[src/rtl/any1_vagen_if.sv]
// any1_vagen_if: request, index, address-stream and bounds signals of the vector address generator.
interface any1_vagen_if #(
    parameter int AWID = 32,
    parameter int LW   = 6,
    parameter int SCW  = 3
);
    logic            req_valid;
    logic            req_ready;
    logic [1:0]      req_mode;
    logic [AWID-1:0] req_base;
    logic [AWID-1:0] req_imm;
    logic [AWID-1:0] req_xs;
    logic [SCW-1:0]  req_sc;
    logic [LW-1:0]   req_vl;
    logic            idx_valid;
    logic            idx_ready;
    logic [AWID-1:0] idx_data;
    logic            abort;
    logic            ea_valid;
    logic            ea_ready;
    logic [AWID-1:0] ea;
    logic [LW-1:0]   ea_step;
    logic            ea_last;
    logic            ea_fault;
    logic [AWID-1:0] lim_lo;
    logic [AWID-1:0] lim_hi;
    logic            done;

    modport master (
        output req_valid, req_mode, req_base, req_imm, req_xs, req_sc, req_vl,
               idx_valid, idx_data, abort, ea_ready, lim_lo, lim_hi,
        input  req_ready, idx_ready, ea_valid, ea, ea_step, ea_last, ea_fault, done
    );

    modport slave (
        input  req_valid, req_mode, req_base, req_imm, req_xs, req_sc, req_vl,
               idx_valid, idx_data, abort, ea_ready, lim_lo, lim_hi,
        output req_ready, idx_ready, ea_valid, ea, ea_step, ea_last, ea_fault, done
    );
endinterface

[src/rtl/any1_vagen.sv]
// any1_vagen: per-element effective-address generator for scalar/strided/unit/indexed memory ops.
// Define ANY1_VAGEN_BOUNDS_EN to check each address against lim_lo..lim_hi and end the sequence on a fault.
module any1_vagen #(
    parameter int AWID = 32,
    parameter int LW   = 6,
    parameter int SCW  = 3
) (
    input logic        clk,
    input logic        rst,
    any1_vagen_if.slave bus
);
    typedef enum logic {IDLE, RUN} state_t;
    localparam logic [1:0] M_SCALAR = 2'b00;
    localparam logic [1:0] M_INDEX  = 2'b10;
    localparam logic [1:0] M_UNIT   = 2'b11;

    state_t          state_q, state_d;
    logic [1:0]      mode_q, mode_d;
    logic [AWID-1:0] acc_q, acc_d, stride_q, stride_d, ea_q, ea_d;
    logic [SCW-1:0]  sc_q, sc_d;
    logic [LW-1:0]   vl_q, vl_d, cnt_q, cnt_d, step_q, step_d;
    logic            valid_q, valid_d, last_q, last_d, fault_q, fault_d, done_q, done_d;

    logic [AWID-1:0] base_sum, req_stride, load_addr;
    logic [LW-1:0]   load_step, load_vl;
    logic            req_index, req_scalar, empty, accept, load_acc, is_index;
    logic            more, slot_free, load_run, load, fin, oob;

    assign base_sum   = bus.req_imm + bus.req_base;
    assign req_index  = bus.req_mode == M_INDEX;
    assign req_scalar = bus.req_mode == M_SCALAR;
    assign req_stride = bus.req_mode == M_UNIT ? AWID'(1) << bus.req_sc : bus.req_xs;
    assign empty      = !req_scalar && bus.req_vl == '0;
    assign accept     = bus.req_valid && state_q == IDLE && !bus.abort;
    assign load_acc   = accept && !req_index && !empty;
    assign is_index   = mode_q == M_INDEX;
    // A held last beat (normal or faulting) blocks any further element
    assign more       = state_q == RUN && cnt_q < vl_q && !(valid_q && last_q);
    assign slot_free  = !valid_q || bus.ea_ready;
    assign load_run   = more && slot_free && (!is_index || bus.idx_valid) && !bus.abort;
    assign load       = load_acc || load_run;
    assign fin        = valid_q && bus.ea_ready && last_q && !bus.abort;
    assign load_addr  = load_acc ? (req_scalar ? base_sum + (bus.req_xs << bus.req_sc) : base_sum)
                                 : (is_index ? acc_q + (bus.idx_data << sc_q) : acc_q);
    assign load_step  = load_acc ? '0 : cnt_q;
    assign load_vl    = load_acc ? (req_scalar ? LW'(1) : bus.req_vl) : vl_q;

`ifdef ANY1_VAGEN_BOUNDS_EN
    assign oob = load_addr < bus.lim_lo || load_addr > bus.lim_hi;
`else
    logic unused_lim;
    assign unused_lim = ^{bus.lim_lo, bus.lim_hi};
    assign oob = 1'b0;
`endif

    assign bus.req_ready = state_q == IDLE;
    assign bus.idx_ready = more && is_index && slot_free && !bus.abort;
    assign bus.ea_valid  = valid_q;
    assign bus.ea        = ea_q;
    assign bus.ea_step   = step_q;
    assign bus.ea_last   = last_q;
    assign bus.ea_fault  = fault_q;
    assign bus.done      = done_q;

    always_comb begin
        state_d  = state_q;
        mode_d   = mode_q;
        acc_d    = acc_q;
        stride_d = stride_q;
        sc_d     = sc_q;
        vl_d     = vl_q;
        cnt_d    = cnt_q;
        ea_d     = ea_q;
        step_d   = step_q;
        last_d   = last_q;
        fault_d  = fault_q;
        valid_d  = valid_q && !bus.ea_ready;
        done_d   = 1'b0;
        if (accept) begin
            mode_d   = bus.req_mode;
            sc_d     = bus.req_sc;
            stride_d = req_stride;
            vl_d     = req_scalar ? LW'(1) : bus.req_vl;
            cnt_d    = '0;
            acc_d    = req_index ? base_sum : base_sum + req_stride;
            state_d  = empty ? IDLE : RUN;
            done_d   = empty;
        end
        if (fin) begin
            state_d = IDLE;
            done_d  = 1'b1;
        end
        if (load) begin
            valid_d = 1'b1;
            ea_d    = load_addr;
            step_d  = load_step;
            last_d  = load_step == load_vl - LW'(1) || oob;
            fault_d = oob;
            cnt_d   = load_step + LW'(1);
        end
        if (load_run && !is_index) acc_d = acc_q + stride_q;
        if (bus.abort) begin
            state_d = IDLE;
            valid_d = 1'b0;
            done_d  = 1'b0;
        end
    end

    always_ff @(posedge clk) begin
        if (rst) begin
            state_q  <= IDLE;
            mode_q   <= '0;
            acc_q    <= '0;
            stride_q <= '0;
            sc_q     <= '0;
            vl_q     <= '0;
            cnt_q    <= '0;
            ea_q     <= '0;
            step_q   <= '0;
            last_q   <= 1'b0;
            fault_q  <= 1'b0;
            valid_q  <= 1'b0;
            done_q   <= 1'b0;
        end else begin
            state_q  <= state_d;
            mode_q   <= mode_d;
            acc_q    <= acc_d;
            stride_q <= stride_d;
            sc_q     <= sc_d;
            vl_q     <= vl_d;
            cnt_q    <= cnt_d;
            ea_q     <= ea_d;
            step_q   <= step_d;
            last_q   <= last_d;
            fault_q  <= fault_d;
            valid_q  <= valid_d;
            done_q   <= done_d;
        end
    end
endmodule

[src/flat_wrapper.sv]
// flat-port wrapper written by rule: the top's interface ports become plain ports
module any1_vagen_flat 
#(
    parameter int AWID = 32,
    parameter int LW   = 6,
    parameter int SCW  = 3
)
  (clk, rst, bus_req_valid, bus_req_mode, bus_req_base, bus_req_imm, bus_req_xs, bus_req_sc, bus_req_vl, bus_idx_valid, bus_idx_data, bus_abort, bus_ea_ready, bus_lim_lo, bus_lim_hi, bus_req_ready, bus_idx_ready, bus_ea_valid, bus_ea, bus_ea_step, bus_ea_last, bus_ea_fault, bus_done);
  any1_vagen_if #(.AWID(AWID), .LW(LW), .SCW(SCW)) bus_i ();
  input logic clk;
  input logic rst;
  input wire logic [$bits(bus_i.req_valid)-1:0] bus_req_valid;
  input wire logic [$bits(bus_i.req_mode)-1:0] bus_req_mode;
  input wire logic [$bits(bus_i.req_base)-1:0] bus_req_base;
  input wire logic [$bits(bus_i.req_imm)-1:0] bus_req_imm;
  input wire logic [$bits(bus_i.req_xs)-1:0] bus_req_xs;
  input wire logic [$bits(bus_i.req_sc)-1:0] bus_req_sc;
  input wire logic [$bits(bus_i.req_vl)-1:0] bus_req_vl;
  input wire logic [$bits(bus_i.idx_valid)-1:0] bus_idx_valid;
  input wire logic [$bits(bus_i.idx_data)-1:0] bus_idx_data;
  input wire logic [$bits(bus_i.abort)-1:0] bus_abort;
  input wire logic [$bits(bus_i.ea_ready)-1:0] bus_ea_ready;
  input wire logic [$bits(bus_i.lim_lo)-1:0] bus_lim_lo;
  input wire logic [$bits(bus_i.lim_hi)-1:0] bus_lim_hi;
  output wire logic [$bits(bus_i.req_ready)-1:0] bus_req_ready;
  output wire logic [$bits(bus_i.idx_ready)-1:0] bus_idx_ready;
  output wire logic [$bits(bus_i.ea_valid)-1:0] bus_ea_valid;
  output wire logic [$bits(bus_i.ea)-1:0] bus_ea;
  output wire logic [$bits(bus_i.ea_step)-1:0] bus_ea_step;
  output wire logic [$bits(bus_i.ea_last)-1:0] bus_ea_last;
  output wire logic [$bits(bus_i.ea_fault)-1:0] bus_ea_fault;
  output wire logic [$bits(bus_i.done)-1:0] bus_done;
  assign bus_i.req_valid = bus_req_valid;
  assign bus_i.req_mode = bus_req_mode;
  assign bus_i.req_base = bus_req_base;
  assign bus_i.req_imm = bus_req_imm;
  assign bus_i.req_xs = bus_req_xs;
  assign bus_i.req_sc = bus_req_sc;
  assign bus_i.req_vl = bus_req_vl;
  assign bus_i.idx_valid = bus_idx_valid;
  assign bus_i.idx_data = bus_idx_data;
  assign bus_i.abort = bus_abort;
  assign bus_i.ea_ready = bus_ea_ready;
  assign bus_i.lim_lo = bus_lim_lo;
  assign bus_i.lim_hi = bus_lim_hi;
  assign bus_req_ready = bus_i.req_ready;
  assign bus_idx_ready = bus_i.idx_ready;
  assign bus_ea_valid = bus_i.ea_valid;
  assign bus_ea = bus_i.ea;
  assign bus_ea_step = bus_i.ea_step;
  assign bus_ea_last = bus_i.ea_last;
  assign bus_ea_fault = bus_i.ea_fault;
  assign bus_done = bus_i.done;
  any1_vagen #(.AWID(AWID), .LW(LW), .SCW(SCW)) u_core (.clk(clk), .rst(rst), .bus(bus_i));
endmodule
[config.mk]
export PLATFORM = sky130hd
export DESIGN_NAME = any1_vagen_flat
export DESIGN_NICKNAME = d
export VERILOG_FILES = /design/src/rtl/any1_vagen_if.sv /design/src/rtl/any1_vagen.sv /design/src/flat_wrapper.sv
export SDC_FILE = /design/constraint.sdc
export NUM_CORES = 1
export LEC_CHECK = 0
export BUFFER_PORTS_ARGS = -buffer_cell sky130_fd_sc_hd__buf_2
export CAP_MARGIN = 20
export CELL_PAD_IN_SITES_DETAIL_PLACEMENT = 0
export CELL_PAD_IN_SITES_GLOBAL_PLACEMENT = 2
export CORE_MARGIN = 5
export CORE_UTILIZATION = 36
export DETAILED_ROUTE_END_ITERATION = 7
export HOLD_SLACK_MARGIN = 0.02
export PLACE_DENSITY = 0.95
export SETUP_SLACK_MARGIN = 0.15
export SLEW_MARGIN = 40
export SYNTH_ARGS = -nofsm -noshare
export SYNTH_HDL_FRONTEND = slang
export SYNTH_SLANG_ARGS = --single-unit
[constraint.sdc]
create_clock -name clk -period 10.1 [get_ports clk]
set_input_delay 1.01 -clock clk [delete_from_list [all_inputs] [get_ports clk]]
set_output_delay 1.01 -clock clk [all_outputs]
set_load 0.02 [all_outputs]
==> qor.yml <==
layout:
  n_antenna_cell: 0
  drive_gt1_frac: 0.156
  syn2layout_area_growth_pct: 12.3
  stdcell_area_um2: 18200
  nets: 2677
clock_network:
  clock_latency_ns: 0.43
  cts_setup_buffers: 0
  cts_tree: "yes"
  htree_levels: 4
  cts_hold_buf: 0
  numCtsBuffers: 17
  cts_resized: 0
  clk_pin_slew_ns: 0.06
  clock-root-buffer: "clkbuf_16"
  clk_path_buf_depth: 2
  cts.sinks: 123
floorplan:
  rows: 77
  die_width_um: 222
  io_pins: 253
  coreArea_um2: 44400
  die_area_um2: 49300
  initial_core_util: 0.365
  die_y_um: 222
detailed_routing:
  drtIter0Drc: 1064
  dr.pass1.iters: 7
  drc: 0
  final_antenna_net_count: 0
  via_per_inst: 5.72
  wire_per_inst_um: 19.3
  num_vias: 16600
  totalWireLength_mm: 55.9
sta:
  max_freq_ghz: 0.160
  setup_viol: 0
  post-route-min-period_ns: 6.27
  finalSetupTns_ns: 0
  tightest_slew_ns: 0.825
  skew_ns: 0.00915
  maxSlewViolCount: 0
  relSlewSlack: 0.450
  finalCritPeriodShare: 0.621
  hold_viol: 0
  rsz0062_at_grt: "no"
  hold_ws_ns: 0.452
logic_synthesis:
  synth_commonest_cells: "nand2_1 (292), a21oi_1 (257), nor2_1 (170)"
  synth_cell_types: 88
  yosysMostFrequentCell: "nand2_1"
  yosysTopAreaCell: "dfxtp_1"
  yosysWarnings: 0
  yosysSeqAreaShare: 0.152
  synth-async-reset-ratio: 0
  avgSynthCellArea_um2: 7.41
  syn_nets: 2566
  synth_top_cell_area_share: 0.152
  ys_ff_latch: 123
  netlist_area_um2: 16200
  synth_area_leaders: "dfxtp_1 (15%), ha_1 (13%), a21oi_1 (7.9%), nand2_1 (6.8%), a21o_1 (4.5%)"
  ys.flop_type: "dfxtp_1"
  synth_edf_count: 0
  syn_inst: 2185
power:
  peakVddDrop_mv: 0.119
  power_density_nw_per_um2: 139
  finalPower_w: 0.00253
  leakage_nw: 7.92
min_path:
  hold_path_class: "flip-flop to flip-flop"
placed_design:
  portBuffers: 187
  hpwlAfterDp_mm: 45.2
  gp_congestion: 0.899
  dpl-instance-area_um2: 17600
global_routing:
  antenna_found_initial: 0
  grt_max_degree: 81
  track_usage: 0.216
  grt-ovfl-total: 0
  grt_pass1_vias: 15600
  grt_pass1_wl_mm: 87.1
setup_path:
  slowest_stage: "ha_1"
  worstPathArrival_ns: 6.60
  cp_top_family: "compound AO/OA/AOI/OAI gates"
  path_buf_inv: 2
  required_ns: 10.43
  startpoint_type: "input port"
  end_kind: "flip-flop"
  cpPeakStageDelay_ns: 0.43
  path_cells: "buf_2 > ha_1 > fa_1 > a21o_1 > a21oi_1 > o21ai_0 > a21oi_1 > nor3_1 > nand3b_1 > a21oi_1 > xor2_1 > inv_1 > ha_1 > o21a_1 > o211a_1 > a31oi_1 > o21ai_2 > a31oi_4 > o21bai_2 > a2111oi_2 > or3_1 > o31ai_1 > mux2_4 > a2111oi_4"
  worstPathMaxFanout: 7
  critical_path_class: "input port to flip-flop"
  crit_top_cell: "a21oi_1"
run_status:
  outcome: "finished clean"
run:
  maxCapViolations: 0
## routing by layer
layer / vias to the layer above / GRT usage / wire length (um)
met4: 0 / 0.0475 / 961
met1: 7722 / 0.326 / 28400
met2: 510 / 0.332 / 23700
met3: 62 / 0.0221 / 2870
met5: - / 0 / 0
li1: 8301 / - / -
## registers in the layout, summed over array words and instances (netlist names)
| signal | count |
|---|---|
| u_core.acc_q | 32 |
| u_core.bus.done | 1 |
| u_core.bus.ea | 32 |
| u_core.bus.ea_last | 1 |
| u_core.bus.ea_step | 6 |
| u_core.bus.ea_valid | 1 |
| u_core.cnt_q | 6 |
| u_core.mode_q | 2 |
| u_core.sc_q | 3 |
| u_core.state_q | 1 |
| u_core.stride_q | 32 |
| u_core.vl_q | 6 |
## area by class of cell
class / instances / area, um2
Multi-Input combinational cell: 1891 / 13100
Clock buffer: 18 / 439
Sequential cell: 123 / 2470
Inverter: 58 / 218
Tap cell: 592 / 741
Timing Repair Buffer: 205 / 1080
Clock inverter: 14 / 146
Fill cell: 4605 / 26200
## worst paths after layout
kind,cells past startpoint,slack (ns),endpoint,from
max,24,3.83,u_core.acc_q[25],bus_req_imm[0]
min,2,0.45,u_core.bus.ea_step[0],u_core.bus.ea_step[0]
max reg2reg,16,5.29,u_core.bus.ea[26],u_core.sc_q[0]
min reg2reg,2,0.45,u_core.bus.ea_step[0],u_core.bus.ea_step[0]
## layout by cell type, fill, tap and decap left out, types with 18 or more instances in the layout
master,n
nor2_1,168
nand2_1,290
mux2i_1,43
o21ai_0,116
nand3_1,48
o211ai_1,32
a21o_1,98
buf_2,186
a31oi_1,26
nand2b_1,19
xnor2_1,71
dfxtp_1,122
nor3_1,52
buf_4,18
a211oi_1,35
and2_1,37
inv_1,55
ha_1,167
mux2_2,44
xor2_1,63
a21oi_1,257
mux4_2,28
## power by group
group	switching (W)	total, W	internal, W
logic	0.000819	0.00137	0.000554
registers	0.0000391	0.000556	0.000517
clock network	0.000233	0.000602	0.000369
## worst register-to-register path: stages, from the launching register on
cell,delay [ns]
dfxtp_4,0.66
clkinv_1,0.58
nor2_1,0.23
a211oi_1,0.08
o21bai_1,0.22
ha_1,0.36
and4_1,0.25
nand2_1,0.07
o221a_2,0.30
a21o_1,0.23
a2111oi_2,0.42
o21ai_0,0.16
o2bb2ai_1,0.20
xor2_1,0.17
a211oi_1,0.44
a21oi_1,0.08
a221oi_1,0.28
## stage by stage
step / instances / setup slack (ns) / util
after floorplan: 2185 / 4.35 / -
after global placement: 2869 / 3.46 / 0.396
after detailed placement: 2869 / 3.40 / 0.396
after CTS: 2901 / 3.84 / 0.409
after global routing: 2901 / 3.49 / 0.410
final: 2901 / 3.83 / 0.410
## logic make-up after synthesis
| family | count (synthesis) | share of synthesized area |
|---|---|---|
| flip-flops | 123 | 0.152 |
| AND/OR/NAND/NOR | 715 | 0.199 |
| other | 1 | 0.000231 |
| XOR/XNOR | 134 | 0.0724 |
| buffers and inverters | 171 | 0.0407 |
| adder cells (fa/ha/maj) | 172 | 0.135 |
| multiplexers | 116 | 0.0970 |
| AO/OA/AOI/OAI | 753 | 0.303 |
(Power assumes the default switching activity.)
